==> config.mk <==
export PLATFORM = sky130hd
export DESIGN_NAME = pulpemu_rst_seq
export DESIGN_NICKNAME = d
export VERILOG_FILES = /design/src/rtl/pulpemu_rst_seq.sv
export SDC_FILE = /design/constraint.sdc
export NUM_CORES = 1
export LEC_CHECK = 0
export BUFFER_PORTS_ARGS = -buffer_cell sky130_fd_sc_hd__buf_4
export CORE_ASPECT_RATIO = 0.7
export CORE_MARGIN = 5
export CORE_UTILIZATION = 45
export CTS_BUF_LIST = sky130_fd_sc_hd__clkbuf_8
export CTS_CLUSTER_DIAMETER = 30
export DETAILED_ROUTE_END_ITERATION = 8
export PLACE_DENSITY_LB_ADDON = 0.15
export SLEW_MARGIN = 20
export SYNTH_ARGS = -nofsm -noshare
export SYNTH_HDL_FRONTEND = slang
export SYNTH_SLANG_ARGS = --single-unit
==> constraint.sdc <==
create_clock -name ref_clk -period 4.55 [get_ports ref_clk]
set_input_delay 0.6825 -clock ref_clk [delete_from_list [all_inputs] [get_ports ref_clk]]
set_output_delay 0.6825 -clock ref_clk [all_outputs]
set_load 0.02 [all_outputs]
==> src/rtl/pulpemu_rst_seq.sv <==
// Reset sequencer for the FPGA emulation top: lock wait, hold timer, TRST debounce, cause record.
// Optional build macro PULPEMU_RST_CNT_EN adds a saturating RUN-exit counter on rst_count_o.
module pulpemu_rst_seq #(
    parameter int LOCK_STABLE_CYCLES = 256,
    parameter int HOLD_CYCLES        = 1024,
    parameter int DEBOUNCE_CYCLES    = 16,
    parameter int CNT_W              = 16
) (
    input  logic             ref_clk,
    input  logic             pad_reset,
    input  logic             clk_locked_i,
    input  logic             jtag_trst_ni,
    input  logic             sw_rst_req_i,
    output logic             reset_n_o,
    output logic             jtag_trst_no,
    output logic [2:0]       rst_cause_o,
    output logic [1:0]       state_o
`ifdef PULPEMU_RST_CNT_EN
    ,
    output logic [CNT_W-1:0] rst_count_o
`endif
);

    localparam int MAX_CYC = (LOCK_STABLE_CYCLES > HOLD_CYCLES) ? LOCK_STABLE_CYCLES : HOLD_CYCLES;
    localparam int CW      = $clog2(MAX_CYC) + 1;
    localparam int DBW     = $clog2(DEBOUNCE_CYCLES) + 1;

    localparam logic [CW-1:0]  LS_LAST = CW'(LOCK_STABLE_CYCLES - 1);
    localparam logic [CW-1:0]  HD_LAST = CW'(HOLD_CYCLES - 1);
    localparam logic [DBW-1:0] DB_LAST = DBW'(DEBOUNCE_CYCLES - 1);

    typedef enum logic [1:0] {
        WAIT_LOCK = 2'd0,
        STABLE    = 2'd1,
        HOLD      = 2'd2,
        RUN       = 2'd3
    } state_t;

    state_t         state, state_nxt;
    logic [CW-1:0]  cnt, cnt_nxt;
    logic [2:0]     cause_nxt;
    logic [1:0]     lock_sync, trst_sync;
    logic           locked_s, trst_s;
    logic [DBW-1:0] db_cnt, db_cnt_nxt;
    logic           trst_db, trst_db_nxt;

    assign locked_s = lock_sync[1];
    assign trst_s   = trst_sync[1];   // active-high: 1 means TRST asserted on the board
    assign state_o  = state;

    always_ff @(posedge ref_clk) begin
        if (pad_reset) begin
            lock_sync <= 2'b00;
            trst_sync <= 2'b00;
        end else begin
            lock_sync <= {lock_sync[0], clk_locked_i};
            trst_sync <= {trst_sync[0], ~jtag_trst_ni};
        end
    end

    // Level flips only after DEBOUNCE_CYCLES consecutive samples disagreeing with it.
    always_comb begin
        trst_db_nxt = trst_db;
        db_cnt_nxt  = '0;
        if (trst_s != trst_db) begin
            if (db_cnt == DB_LAST) begin
                trst_db_nxt = trst_s;
            end else begin
                db_cnt_nxt = db_cnt + DBW'(1);
            end
        end
    end

    always_ff @(posedge ref_clk) begin
        if (pad_reset) begin
            db_cnt  <= '0;
            trst_db <= 1'b0;
        end else begin
            db_cnt  <= db_cnt_nxt;
            trst_db <= trst_db_nxt;
        end
    end

    always_comb begin
        state_nxt = state;
        cnt_nxt   = cnt + CW'(1);
        cause_nxt = rst_cause_o;
        unique case (state)
            WAIT_LOCK: begin
                cnt_nxt = '0;
                if (locked_s) state_nxt = STABLE;
            end
            STABLE: begin
                if (!locked_s) begin
                    state_nxt    = WAIT_LOCK;
                    cnt_nxt      = '0;
                    cause_nxt[0] = 1'b1;
                end else if (cnt == LS_LAST) begin
                    state_nxt = HOLD;
                    cnt_nxt   = '0;
                end
            end
            HOLD: begin
                if (!locked_s) begin
                    state_nxt    = WAIT_LOCK;
                    cnt_nxt      = '0;
                    cause_nxt[0] = 1'b1;
                end else if (trst_db || sw_rst_req_i) begin
                    cnt_nxt   = '0;
                    cause_nxt = rst_cause_o | {sw_rst_req_i, trst_db, 1'b0};
                end else if (cnt == HD_LAST) begin
                    state_nxt = RUN;
                    cnt_nxt   = '0;
                end
            end
            RUN: begin
                cnt_nxt = '0;
                if (!locked_s || trst_db || sw_rst_req_i) begin
                    state_nxt = locked_s ? HOLD : WAIT_LOCK;
                    cause_nxt = {sw_rst_req_i, trst_db, ~locked_s};
                end
            end
            default: begin
                state_nxt = WAIT_LOCK;
                cnt_nxt   = '0;
            end
        endcase
    end

    // Outputs are registered from next-state so they line up with state_o exactly.
    always_ff @(posedge ref_clk) begin
        if (pad_reset) begin
            state        <= WAIT_LOCK;
            cnt          <= '0;
            rst_cause_o  <= 3'b001;
            reset_n_o    <= 1'b0;
            jtag_trst_no <= 1'b0;
        end else begin
            state        <= state_nxt;
            cnt          <= cnt_nxt;
            rst_cause_o  <= cause_nxt;
            reset_n_o    <= (state_nxt == RUN);
            jtag_trst_no <= ((state_nxt == HOLD) || (state_nxt == RUN)) && !trst_db_nxt;
        end
    end

`ifdef PULPEMU_RST_CNT_EN
    logic run_exit;
    assign run_exit = (state == RUN) && (state_nxt != RUN);

    always_ff @(posedge ref_clk) begin
        if (pad_reset) begin
            rst_count_o <= '0;
        end else if (run_exit && (rst_count_o != '1)) begin
            rst_count_o <= rst_count_o + CNT_W'(1);
        end
    end
`endif

endmodule

After elaboration in Yosys (flattened, before gate mapping)
Index checks and enable logic that the tools add are counted.

storage, ports and cells
  bits of input ports = 5
  register bits after elaboration = 28
  output and inout port bits = 7
  word-level logic and storage cells = 68

cells by class
  reduce and logical (&&, ||, !) cells = 14
  equal/unequal tests = 14
  add/sub/neg operators = 2
  bitwise gates (word level) = 4
  mux-type cells = 24

operator list
  cell                     number
  $mux W11                 5
  $pmux W11 S3             1
  $mux W2                  9
  $add A11 B1 Y11 const B  1
  $eq A11 B10 Y1 const B   1
  $eq A11 B8 Y1 const B    1
  $eq A2 B2 Y1 const B     4
  $ne A2 B2 Y1 const B     4
  $pmux W2 S4              1
  $reduce_and A4 Y1        2
  $mux W3                  2
  $add A5 B1 Y5 const B    1
  $eq A5 B4 Y1 const B     1
  $logic_or A1 B1 Y1       4
  $mux W1                  4
  $pmux W2 S2              1
  $ne A3 B3 Y1 const B     1
  $not A1 Y1               3
  $or A3 B3 Y3             1
  $pmux W1 S3              1
  $reduce_bool A3 Y1       1
  $reduce_or A3 Y1         1
  $eq A2 B1 Y1 const B     1
  $logic_not A1 Y1         2
  other kinds (5)          5

Depth between registers and ports, before layout
Gate-level depths: netlist of the first run.

  word-level depth = 8
  depth in mapped cells = 5
  depth with buffers taken out = 5

Worst setup path after synthesis of the first run
OpenSTA, ideal clock, no wires.

  path kind = input port to flip-flop
  from = input pad_reset
  to = register cnt[10]
  stages on the path = 4
  library setup time = 0.059 ns
  arrival = 1.557 ns
  required time = 4.491 ns
  path slack = 2.934 ns
  path buffers = 0
  cell sequence = or3b_1 o21ai_4 a21boi_1 a32o_2

RTL lines
  element               line  text
  start, declared       10    input logic pad_reset,
  end signal, assigned  140   cnt <= cnt_nxt;
  end, declared         40    logic [CW-1:0] cnt, cnt_nxt;

Worst setup path after layout of the first run
  from = register state[0], in the netlist state_o[0]
  to = output state_o[0]

RTL lines
  element                 line  text
  start, declared         39    state_t state, state_nxt;
  start signal, assigned  139   state <= state_nxt;
  end, declared           17    output logic [1:0] state_o

No word-level cell between the ends.

==> results of run 1 <==
## final cells by class
class / count / area (um^2)
well taps: 34 / 42.5
multi-input cells: 91 / 583
flip-flops and latches: 28 / 561
repair buffers: 11 / 82.6
fillers: 236 / 1130
inverters: 4 / 15.0
clock buffers: 3 / 41.3
## sequential cells by signal, summed over array words and instances (netlist names)
signal        flops
state_o           2
db_cnt            5
jtag_trst_no      1
trst_db           1
reset_n_o         1
rst_cause_o       3
lock_sync         2
cnt              11
trst_sync         2
## routing by layer
layer | GRT usage | vias up | wire (um)
met1 | 0.155 | 407 | 1020
met4 | 0.0313 | 0 | 18
met2 | 0.218 | 20 | 976
met5 | 0 | - | 0
li1 | - | 454 | -
met3 | 0.0517 | 4 | 140
## stage by stage
step / instances / total power [mW]
5_1_grt: 171 / 0.407
2_1_floorplan: 124 / 0.259
3_3_place_gp: 168 / 0.264
4_1_cts: 171 / 0.394
3_5_place_dp: 168 / 0.264
6_report: 171 / 0.389
## power breakdown
part	switching, mW	internal (mW)
clock network	0.0709	0.0594
logic	0.00454	0.00513
registers	0.00188	0.247
total	0.0773	0.311
## kinds of logic (layout without fill, tap and decap cells)
logic type | after synthesis | count (layout) | synth area share
AND/OR/NAND/NOR | 59 | 59 | 0.259
buffers and inverters | 5 | 18 | 0.0161
AO/OA/AOI/OAI | 18 | 18 | 0.126
multiplexers | 1 | 1 | 0.00861
adder cells (fa/ha/maj) | 3 | 3 | 0.0323
flip-flops | 28 | 28 | 0.482
XOR/XNOR | 10 | 10 | 0.0753
## placed cells by master, fill, tap and decap left out
cell,synthesis,routed
o21ai_4,1,1
or2b_1,1,1
xor2_1,4,4
mux2i_1,1,1
o21a_1,1,1
a31oi_1,2,2
nor3b_1,1,1
nand3_1,5,5
o211ai_4,1,1
nor2b_1,5,5
inv_1,4,4
nand4bb_1,1,1
o2111ai_1,1,1
and4b_1,1,1
and3_1,2,2
and2_2,1,1
a32o_2,1,1
clkbuf_8,0,3
nor3_1,3,3
and4_1,1,1
nand4_1,2,2
o21ai_0,4,4
nand2b_1,1,1
o21ba_2,1,1
nor2_1,26,26
buf_4,0,11
or3_1,1,1
o21ai_2,1,1
dfxtp_1,28,28
or3b_4,1,1
a211oi_1,1,1
or3b_1,1,1
xnor2_1,6,6
ha_1,3,3
a21boi_1,1,1
a21oi_1,3,3
nand2_1,6,6
## worst paths after layout
path	start	to	slack (ns)	depth (start not counted)
setup / recovery	state_o[0]$_SDFF_PP0_	state_o[0]	2.87	1
hold / removal	cnt[0]$_SDFF_PP0_	cnt[0]$_SDFF_PP0_	0.45	1
setup reg to reg	db_cnt[0]$_SDFF_PP0_	db_cnt[2]$_SDFF_PP0_	2.95	5
hold reg to reg	cnt[0]$_SDFF_PP0_	cnt[0]$_SDFF_PP0_	0.45	1
==> metrics.csv, run 1 <==
stage;metric;value;unit
status;outcome;complete, no violations;
global_routing;first-pass GRT wire length;3.77;mm
yosys;Post-synth EDFFs;0;
pwr;PD cells;293;nW/um^2
sta;achievable frequency;597;MHz
routing;WL per Instance;12.6;um
sta;fin. max-slew vios;0;
global_routing;gr ovfl total;0;
worst_setup_path;WP data arrival;0.99;ns
worst_hold_path;worst hold-check path type;flip-flop to flip-flop;
routing;drc violations;0;
cts;total CTS buffers;3;
die;Die W;70.7;um
yosys;sequential fraction of the synthesis area;0.482;
worst_setup_path;Req. time, crit path;3.87;ns
placed_design;Setup WS pre-CTS;2.71;ns
final_layout;Syn-to-layout area delta;14.0;%
routing;DR vias/cell;5.18;
sta;fin worst setup slack;2.87;ns
cts;setup bufs post-CTS;0;
worst_setup_path;crit-path cells;buf_4;
worst_setup_path;CP max stage delay;0.52;ns
worst_setup_path;number of buffers and inverters on the critical path;1;
worst_setup_path;worst-path fanout max;9;
pwr;Peak VDD IR;0.218;mV
yosys;mapped cell area;1160;um^2
global_routing;all-layer global routing usage;0.129;
yosys;fraction of registers with async set/reset;0;
worst_setup_path;Setup CP Type;flip-flop to output pin;
global_routing;vias in the first global route;872;
worst_setup_path;Crit. End Element;output pin;
yosys;Syn Nets;132;
yosys;top post-synthesis cells by area;dfxtp_1, nor2_1, xnor2_1, ha_1, xor2_1;
final_layout;antenna fix cells;0;
yosys;Synth cell types;36;
die;Die H;52.5;um
yosys;share of the synthesized area in the top cell type;0.482;
final_layout;# nets final;147;
yosys;Yosys top cell by area;dfxtp_1;
die;Die ar.;3720;um^2
worst_setup_path;CP max-delay cell;dfxtp_1;
yosys;syn_area_per_cell;9.37;um^2
cts;Clk Tree Root Cell;clkbuf_8;
sta;minimum clock period;1.68;ns
routing;overall routed net length;2.15;mm
final_layout;final instance area;1330;um^2
sta;setup_tns;0;ns
sta;RSZ-0062 raised after global routing;no;
flow_run;Max-cap violations;0;
cts;clk slew on worst S/H paths;0.09;ns
pwr;static leakage;0.465;nW
placed_design;port buffer count;11;
final_layout;layout cells sized above 1;0.153;
sta;Final Hold Vio Count;0;
worst_setup_path;critical path's top delay family;flip-flops;
yosys;cells after synthesis;124;
cts;Post-CTS Hold Fix Bufs;0;
global_routing;initial antenna violation count;0;
yosys;Top FF cell, synth;dfxtp_1;
routing;Post-DRT Antenna Nets;0;
routing;DR pass1 iterations;4;
final_layout;fin util;0.539;
sta;final worst path period share;0.368;
sta;setup violators final;0;
sta;Hold Worst Slack;0.454;ns
yosys;most numerous cell in the Yosys netlist;dfxtp_1;
cts;H-tree levels;1;
die;cell row count;15;
placed_design;placed cell area;1280;um^2
cts;clk sink count;28;
worst_setup_path;startpoint types;flip-flop;
cts;Worst-Skew Late Latency;0.27;ns
routing;initial DRC count;47;
die;Core ar.;2460;um^2
sta;clk_skew;0.00568;ns
cts;PostCTS Resize Cnt;0;
sta;max_slew headroom;0.787;
die;I/O pin count;12;
cts;clk buf depth;2;
cts;CTS tree;done;
placed_design;Placer Congestion;0.831;
sta;worst slew pin tran;0.318;ns
routing;vias post-DR;885;
placed_design;HPWL after detailed placement;1.60;mm
die;Initial Utilization;0.473;
global_routing;largest net degree at the start of global routing;15;
yosys;synth cell count leaders;dfxtp_1, nor2_1, nand2_1, xnor2_1;
yosys;register bit total from synthesis;28;
yosys;synth warn;0;
Power figures use the tool's default switching activity.
==> run 2, diff against run 1 <==
Clock period 4.55 ns to 1.44 ns, I/O delays scaled along.
==> run 2 against run 1 <==
Core utilization up 8.4 points. Via count is 4.1% higher. Highest routed layer unchanged. Register-to-register slack lost 2.9 ns.
==> metrics.csv, run 2 (synthesized netlist as in run 1, its figures left out) <==
stage;metric;value;unit;change
status;outcome;complete, no violations;;
global_routing;initial antenna violation count;0;;unchanged
sta;max_slew headroom;0.799;;+0.0115
worst_hold_path;Hold Crit Start;jtag_trst_ni;;
worst_setup_path;WP data arrival;1.63;ns;+0.64 ns
final_layout;layout cells sized above 1;0.347;;+0.193
die;I/O pin count;12;;unchanged
worst_setup_path;Crit. End Element;flip-flop;;
worst_setup_path;Worst setup startpoint;db_cnt[1]$_SDFF_PP0_;;
placed_design;placed cell area;1370;um^2;+6.9%
final_layout;Reg with most FFs;cnt;;
cts;Worst-Skew Late Latency;0.27;ns;about the same
final_layout;Top Registers;cnt: 11 flops, db_cnt: 5 flops, rst_cause_o: 3 flops;;
final_layout;most frequent cells in the layout;nor2_1, dfxtp_1, buf_4;;
final_layout;final instance area;1530;um^2;+16%
worst_setup_path;crit-path cells;ha_4 -> and3_4 -> ha_4 -> or3_4 -> nor2_2;;
final_layout;filler instances;212;;-10%
routing;WL per Instance;12.5;um;-0.67%
sta;Final Hold Vio Count;0;;unchanged
pwr;Peak VDD IR;0.648;mV;+200%
sta;fin worst setup slack;0.0308;ns;-2.84 ns
sta;minimum clock period;1.41;ns;
routing;DR vias/cell;5.01;;-3.3%
placed_design;HPWL after detailed placement;1.68;mm;+4.5%
global_routing;all-layer global routing usage;0.131;;+0.00186
worst_setup_path;startpoint types;flip-flop;;
die;cell row count;15;;unchanged
routing;drc violations;0;;unchanged
cts;total CTS buffers;3;;unchanged
sta;achievable frequency;710;MHz;
final_layout;fin cells;184;;+7.6%
sta;fin. max-slew vios;0;;unchanged
die;Die ar.;3720;um^2;unchanged
final_layout;antenna fix cells;0;;unchanged
worst_setup_path;reg2reg path depth;5;;unchanged
worst_setup_path;Setup CP Type;flip-flop to flip-flop;;
cts;clk slew on worst S/H paths;0.09;ns;about the same
final_layout;max reg flops;11;;unchanged
worst_setup_path;FF-to-FF setup slack;0.03;ns;-2.92 ns
cts;clk buf depth;2;;unchanged
worst_setup_path;CP max stage delay;0.40;ns;-0.12 ns
sta;clk_skew;0.00426;ns;-0.00142 ns
sta;final worst path period share;0.979;;
cts;Clk Tree Root Cell;clkbuf_8;;
die;Core ar.;2460;um^2;unchanged
worst_hold_path;Hold Crit Endpoint;trst_sync[0]$_SDFF_PP0_;;
global_routing;first-pass GRT wire length;3.72;mm;-1.3%
worst_setup_path;worst flop-to-flop path startpoint;db_cnt[1]$_SDFF_PP0_;;
placed_design;Placer Congestion;0.737;;-11%
sta;RSZ-0062 raised after global routing;yes;;
sta;worst slew pin tran;0.300;ns;-0.0180 ns
cts;Post-CTS Hold Fix Bufs;0;;unchanged
routing;initial DRC count;28;;-40%
worst_setup_path;crit-path most repeated cell;ha_4;;
die;Die W;70.7;um;unchanged
worst_setup_path;worst-path fanout max;5;;-4
worst_setup_path;Req. time, crit path;1.66;ns;-2.21 ns
flow_run;Max-cap violations;0;;unchanged
placed_design;total placed cells including tap cells;179;;+6.5%
routing;overall routed net length;2.30;mm;+6.9%
pwr;PD cells;937;nW/um^2;+220%
final_layout;# nets final;159;;+8.2%
cts;clk sink count;28;;unchanged
worst_setup_path;CP max-delay cell;or3_4;;
cts;CTS tree;done;;
worst_hold_path;worst hold-check path type;primary input to flip-flop;;
die;Initial Utilization;0.473;;unchanged
placed_design;Setup WS pre-CTS;-0.0756;ns;-2.79 ns
die;Die H;52.5;um;unchanged
sta;setup violators final;0;;unchanged
global_routing;vias in the first global route;874;;+0.23%
cts;H-tree levels;1;;unchanged
routing;DR pass1 iterations;4;;unchanged
pwr;static leakage;0.538;nW;+16%
placed_design;port buffer count;11;;unchanged
worst_hold_path;hold depth;2;;+1
worst_setup_path;r2r endpoint;db_cnt[0]$_SDFF_PP0_;;
global_routing;largest net degree at the start of global routing;17;;+2
routing;Post-DRT Antenna Nets;0;;unchanged
global_routing;gr ovfl total;0;;unchanged
routing;vias post-DR;921;;+4.1%
final_layout;Syn-to-layout area delta;31.8;%;
==> run 2: how the worst max path moves through the flow <==
| stage | slack (ns) | depth (start not counted) | to |
|---|---|---|---|
| final | 0.03 | 5 | db_cnt[0]$_SDFF_PP0_ |
| after global routing | -0.02 | 5 | db_cnt[0]$_SDFF_PP0_ |
| after CTS | 0.0006 | 5 | db_cnt[2]$_SDFF_PP0_ |
| after detailed placement | -0.08 | 5 | db_cnt[4]$_SDFF_PP0_ |
| after global placement | 0.003 | 5 | db_cnt[2]$_SDFF_PP0_ |
| after floorplan | 0.003 | 5 | db_cnt[2]$_SDFF_PP0_ |
==> run 2: where the power goes <==
group	internal, mW	switching, mW	total [mW]
clock network	0.372	0.238	0.610
logic	0.0218	0.0198	0.0416
registers	0.781	0.00283	0.783
==> run 2: timing repair <==
item                                    4_1_cts  5_1_grt
pin swaps                                     1       10
cloned                                        0        1
resized for setup                             2       18
endpoints found under the setup margin        5       15
endpoints found under the hold margin         0        0
setup buffers                                 0        0
==> run 2: cell type report <==
cell class	instances	area [um^2]	area share
clock buffer	3	41.3	0.0270
clock inverter	1	30.0	0.0196
inverter	4	15.0	0.00980
multi-input combinational	92	671	0.438
sequential	28	567	0.370
tap	34	42.5	0.0278
timing repair buffer	22	165	0.108
==> run 2: per-layer routing <==
| metal | track usage | vias up | wire (um) |
|---|---|---|---|
| met3 | 0.0498 | 2 | 83 |
| met4 | 0.0531 | 0 | 19 |
| met1 | 0.157 | 429 | 1160 |
| li1 | - | 481 | - |
| met2 | 0.214 | 9 | 1040 |
| met5 | 0 | - | 0 |
==> run 2: per-stage QoR <==
stage / utilization / total power [mW] / TNS, ns / hold WS [ns]
2_1_floorplan: - / 0.820 / 0 / 0.283
3_3_place_gp: 0.558 / 0.838 / 0 / 0.369
3_5_place_dp: 0.558 / 0.840 / -0.246 / 0.370
4_1_cts: 0.589 / 1.45 / 0 / 0.0693
5_1_grt: 0.623 / 1.49 / -0.0211 / 0.0672
6_report: 0.623 / 1.44 / 0 / 0.0748
==> run 2: worst max-delay path: cells and delay by family (launching register included) <==
family                     cells  cell delay, ns
DFF                            1            0.35
and+or+nand+nor                3            0.69
adders and majority gates      2            0.32
==> run 3, diff against run 2 <==
Settings changed: CORE_ASPECT_RATIO 0.7 to unset, MAX_ROUTING_LAYER set to met4.
==> run 3 against run 2 <==
The run now ends with setup timing left. First-iteration DRC count fell by 64%. Setup slack worse by 0.040 ns. Hold slack gained 0.0090 ns. Die area decreased by 0.43%. Critical endpoint is now db_cnt[2]$_SDFF_PP0_. Largest cell class unchanged.
==> metrics.csv, run 3 (synthesized netlist as in run 1, its figures left out) <==
stage;metric;value;unit;change
status;outcome;finished with violations;;
status;failing checks;setup timing;;
final_layout;filler instances;228;;+7.5%
placed_design;port buffer count;11;;unchanged
global_routing;initial antenna violation count;0;;unchanged
worst_hold_path;worst hold-check path type;primary input to flip-flop;;
sta;fin. max-slew vios;0;;unchanged
cts;Post-CTS Hold Fix Bufs;0;;unchanged
final_layout;Top Registers;cnt: 11 flops, db_cnt: 5 flops, rst_cause_o: 3 flops;;
global_routing;first-pass GRT wire length;3.73;mm;+0.19%
final_layout;# nets final;159;;unchanged
worst_setup_path;number of buffers and inverters on the critical path;0;;unchanged
worst_setup_path;critical path's top delay family;simple AND/OR/NAND/NOR gates;;
worst_hold_path;Hold Crit Endpoint;trst_sync[0]$_SDFF_PP0_;;
sta;Final Hold Vio Count;0;;unchanged
global_routing;met2 Use GR;0.206;;-0.00774
die;Die W;60.8;um;-14%
worst_setup_path;Req. time, crit path;1.65;ns;about the same
worst_hold_path;Hold Crit Start;jtag_trst_ni;;
routing;WL per Instance;12.5;um;-0.31%
cts;Worst-Skew Late Latency;0.27;ns;about the same
cts;Clk Tree Root Cell;clkbuf_8;;
routing;DR pass1 iterations;4;;unchanged
global_routing;met3 Usage GRT;0.0319;;-0.0179
routing;Post-DRT Antenna Nets;0;;unchanged
die;I/O pin count;12;;unchanged
cts;clk slew on worst S/H paths;0.09;ns;about the same
placed_design;Placer Congestion;0.835;;+13%
final_layout;Reg with most FFs;cnt;;
global_routing;gr ovfl total;0;;unchanged
final_layout;commonest non-fill, non-tap cell in the layout;dfxtp_1;;
die;Die H;60.8;um;+16%
worst_setup_path;crit-path cells;ha_4 -> and3_4 -> ha_4 -> or3_4 -> nor2_2;;
sta;RSZ-0062 raised after global routing;yes;;
sta;max_slew headroom;0.790;;-0.00909
final_layout;Syn-to-layout area delta;29.6;%;
sta;clk_skew;0.00551;ns;+0.00124 ns
worst_setup_path;Setup CP Type;flip-flop to flip-flop;;
routing;DR vias/cell;5.03;;+0.45%
final_layout;fin util;0.608;;-0.0148
cts;clk buf depth;2;;unchanged
sta;Hold Worst Slack;0.0838;ns;+0.00898 ns
global_routing;all-layer global routing usage;0.135;;+0.00374
routing;drc violations;0;;unchanged
final_layout;max reg flops;11;;unchanged
final_layout;layout cells sized above 1;0.340;;-0.00667
cts;total CTS buffers;3;;unchanged
worst_setup_path;worst-path fanout max;5;;unchanged
worst_setup_path;crit-path most repeated cell;ha_4;;
sta;achievable frequency;690;MHz;-2.7%
worst_setup_path;FF-to-FF setup slack;-0.009;ns;-0.04 ns
pwr;static leakage;0.530;nW;-1.4%
sta;fin worst setup slack;-0.00891;ns;-0.0397 ns
global_routing;peak-usage layer in the global routing report;met2;;
routing;vias post-DR;905;;-1.7%
final_layout;most frequent cells in the layout;dfxtp_1, nor2_1, buf_4;;
worst_setup_path;Worst setup startpoint;db_cnt[0]$_SDFF_PP0_;;
die;Initial Utilization;0.469;;-0.00358
worst_setup_path;Crit. End Element;flip-flop;;
die;Die ar.;3700;um^2;-0.43%
global_routing;largest net degree at the start of global routing;16;;-1
die;Core ar.;2480;um^2;+0.76%
flow_run;Max-cap violations;0;;unchanged
worst_setup_path;CP max stage delay;0.43;ns;+0.03 ns
cts;CTS tree;done;;
worst_setup_path;reg2reg path depth;5;;unchanged
die;cell row count;18;;+3
worst_setup_path;worst flop-to-flop path startpoint;db_cnt[0]$_SDFF_PP0_;;
pwr;Peak VDD IR;0.631;mV;-2.5%
final_layout;antenna fix cells;0;;unchanged
routing;overall routed net length;2.24;mm;-2.5%
global_routing;met1 Resource Use GR;0.178;;+0.0213
cts;H-tree levels;1;;unchanged
pwr;PD cells;868;nW/um^2;-7.3%
worst_setup_path;CP max-delay cell;or3_4;;
cts;clk sink count;28;;unchanged
sta;minimum clock period;1.45;ns;+0.0397 ns
sta;final worst path period share;1.01;;+0.0276
worst_setup_path;r2r endpoint;db_cnt[2]$_SDFF_PP0_;;
sta;setup violators final;1;;+1
placed_design;Setup WS pre-CTS;-0.0552;ns;+0.0205 ns
global_routing;vias in the first global route;885;;+1.3%
placed_design;HPWL after detailed placement;1.57;mm;-6.4%
worst_hold_path;hold depth;2;;unchanged
sta;worst slew pin tran;0.314;ns;+0.0133 ns
worst_setup_path;startpoint types;flip-flop;;
worst_setup_path;WP data arrival;1.66;ns;+0.03 ns
routing;initial DRC count;10;;-64%
sta;setup_tns;-0.00891;ns;-0.00891 ns
run 3: cell types whose count changed in the layout (fill, tap and decap cells not counted), sizes merged:
| cell | before | now |
|---|---|---|
| bufinv | 1 | 0 |
| clkbuf | 3 | 4 |
run 3: worst max path at each step:
| stage | end | slack [ns] | depth (start not counted) |
|---|---|---|---|
| 3_5_place_dp | db_cnt[2]$_SDFF_PP0_ | -0.06 | 5 |
| 3_3_place_gp | db_cnt[3]$_SDFF_PP0_ | -0.008 | 5 |
| 4_1_cts | db_cnt[1]$_SDFF_PP0_ | 0.009 | 5 |
| 6_report | db_cnt[2]$_SDFF_PP0_ | -0.009 | 5 |
| 2_1_floorplan | db_cnt[2]$_SDFF_PP0_ | 0.003 | 5 |
| 5_1_grt | db_cnt[2]$_SDFF_PP0_ | -0.05 | 5 |
run 3: area by class of cell:
| class | count | area, um^2 | area share |
|---|---|---|---|
| Clock buffer | 4 | 55.1 | 0.0365 |
| Inverter | 4 | 15.0 | 0.00997 |
| Multi-Input combinational cell | 92 | 667 | 0.443 |
| Sequential cell | 28 | 567 | 0.376 |
| Tap cell | 30 | 37.5 | 0.0249 |
| Timing Repair Buffer | 22 | 165 | 0.110 |
run 3: per-stage QoR:
step	std cells	total power, mW	instance area, um^2
2_1_floorplan	124	0.820	1170
3_3_place_gp	174	0.841	1360
3_5_place_dp	174	0.842	1360
4_1_cts	179	1.31	1430
5_1_grt	180	1.36	1510
6_report	180	1.31	1510
run 3: worst reg2reg max path, cell delays in order (launching register included):
cell and delay (ns):
dfxtp_2 0.35, ha_4 0.16, and3_4 0.18, ha_4 0.16
or3_4 0.43, nor2_2 0.13
run 3: power breakdown:
group          total (mW)  switching [mW]  internal, mW  leakage, nW
registers           0.784         0.00305         0.781        0.229
clock network       0.481           0.237         0.244       0.0288
logic              0.0433          0.0199        0.0234        0.272
total                1.31           0.260          1.05        0.530
run 3: metal layers:
metal	vias up	wire length, um
li1	479	-
met3	2	72
met5	-	0
met2	13	1020
met4	0	21
met1	411	1130
run 3: what timing repair did:
item,in CTS,in global routing
endpoints found under the setup margin,5,16
hold endpoints to repair,0,0
cloned,0,1
buffers inserted,1,0
resized for setup,3,16
pin swaps,4,7
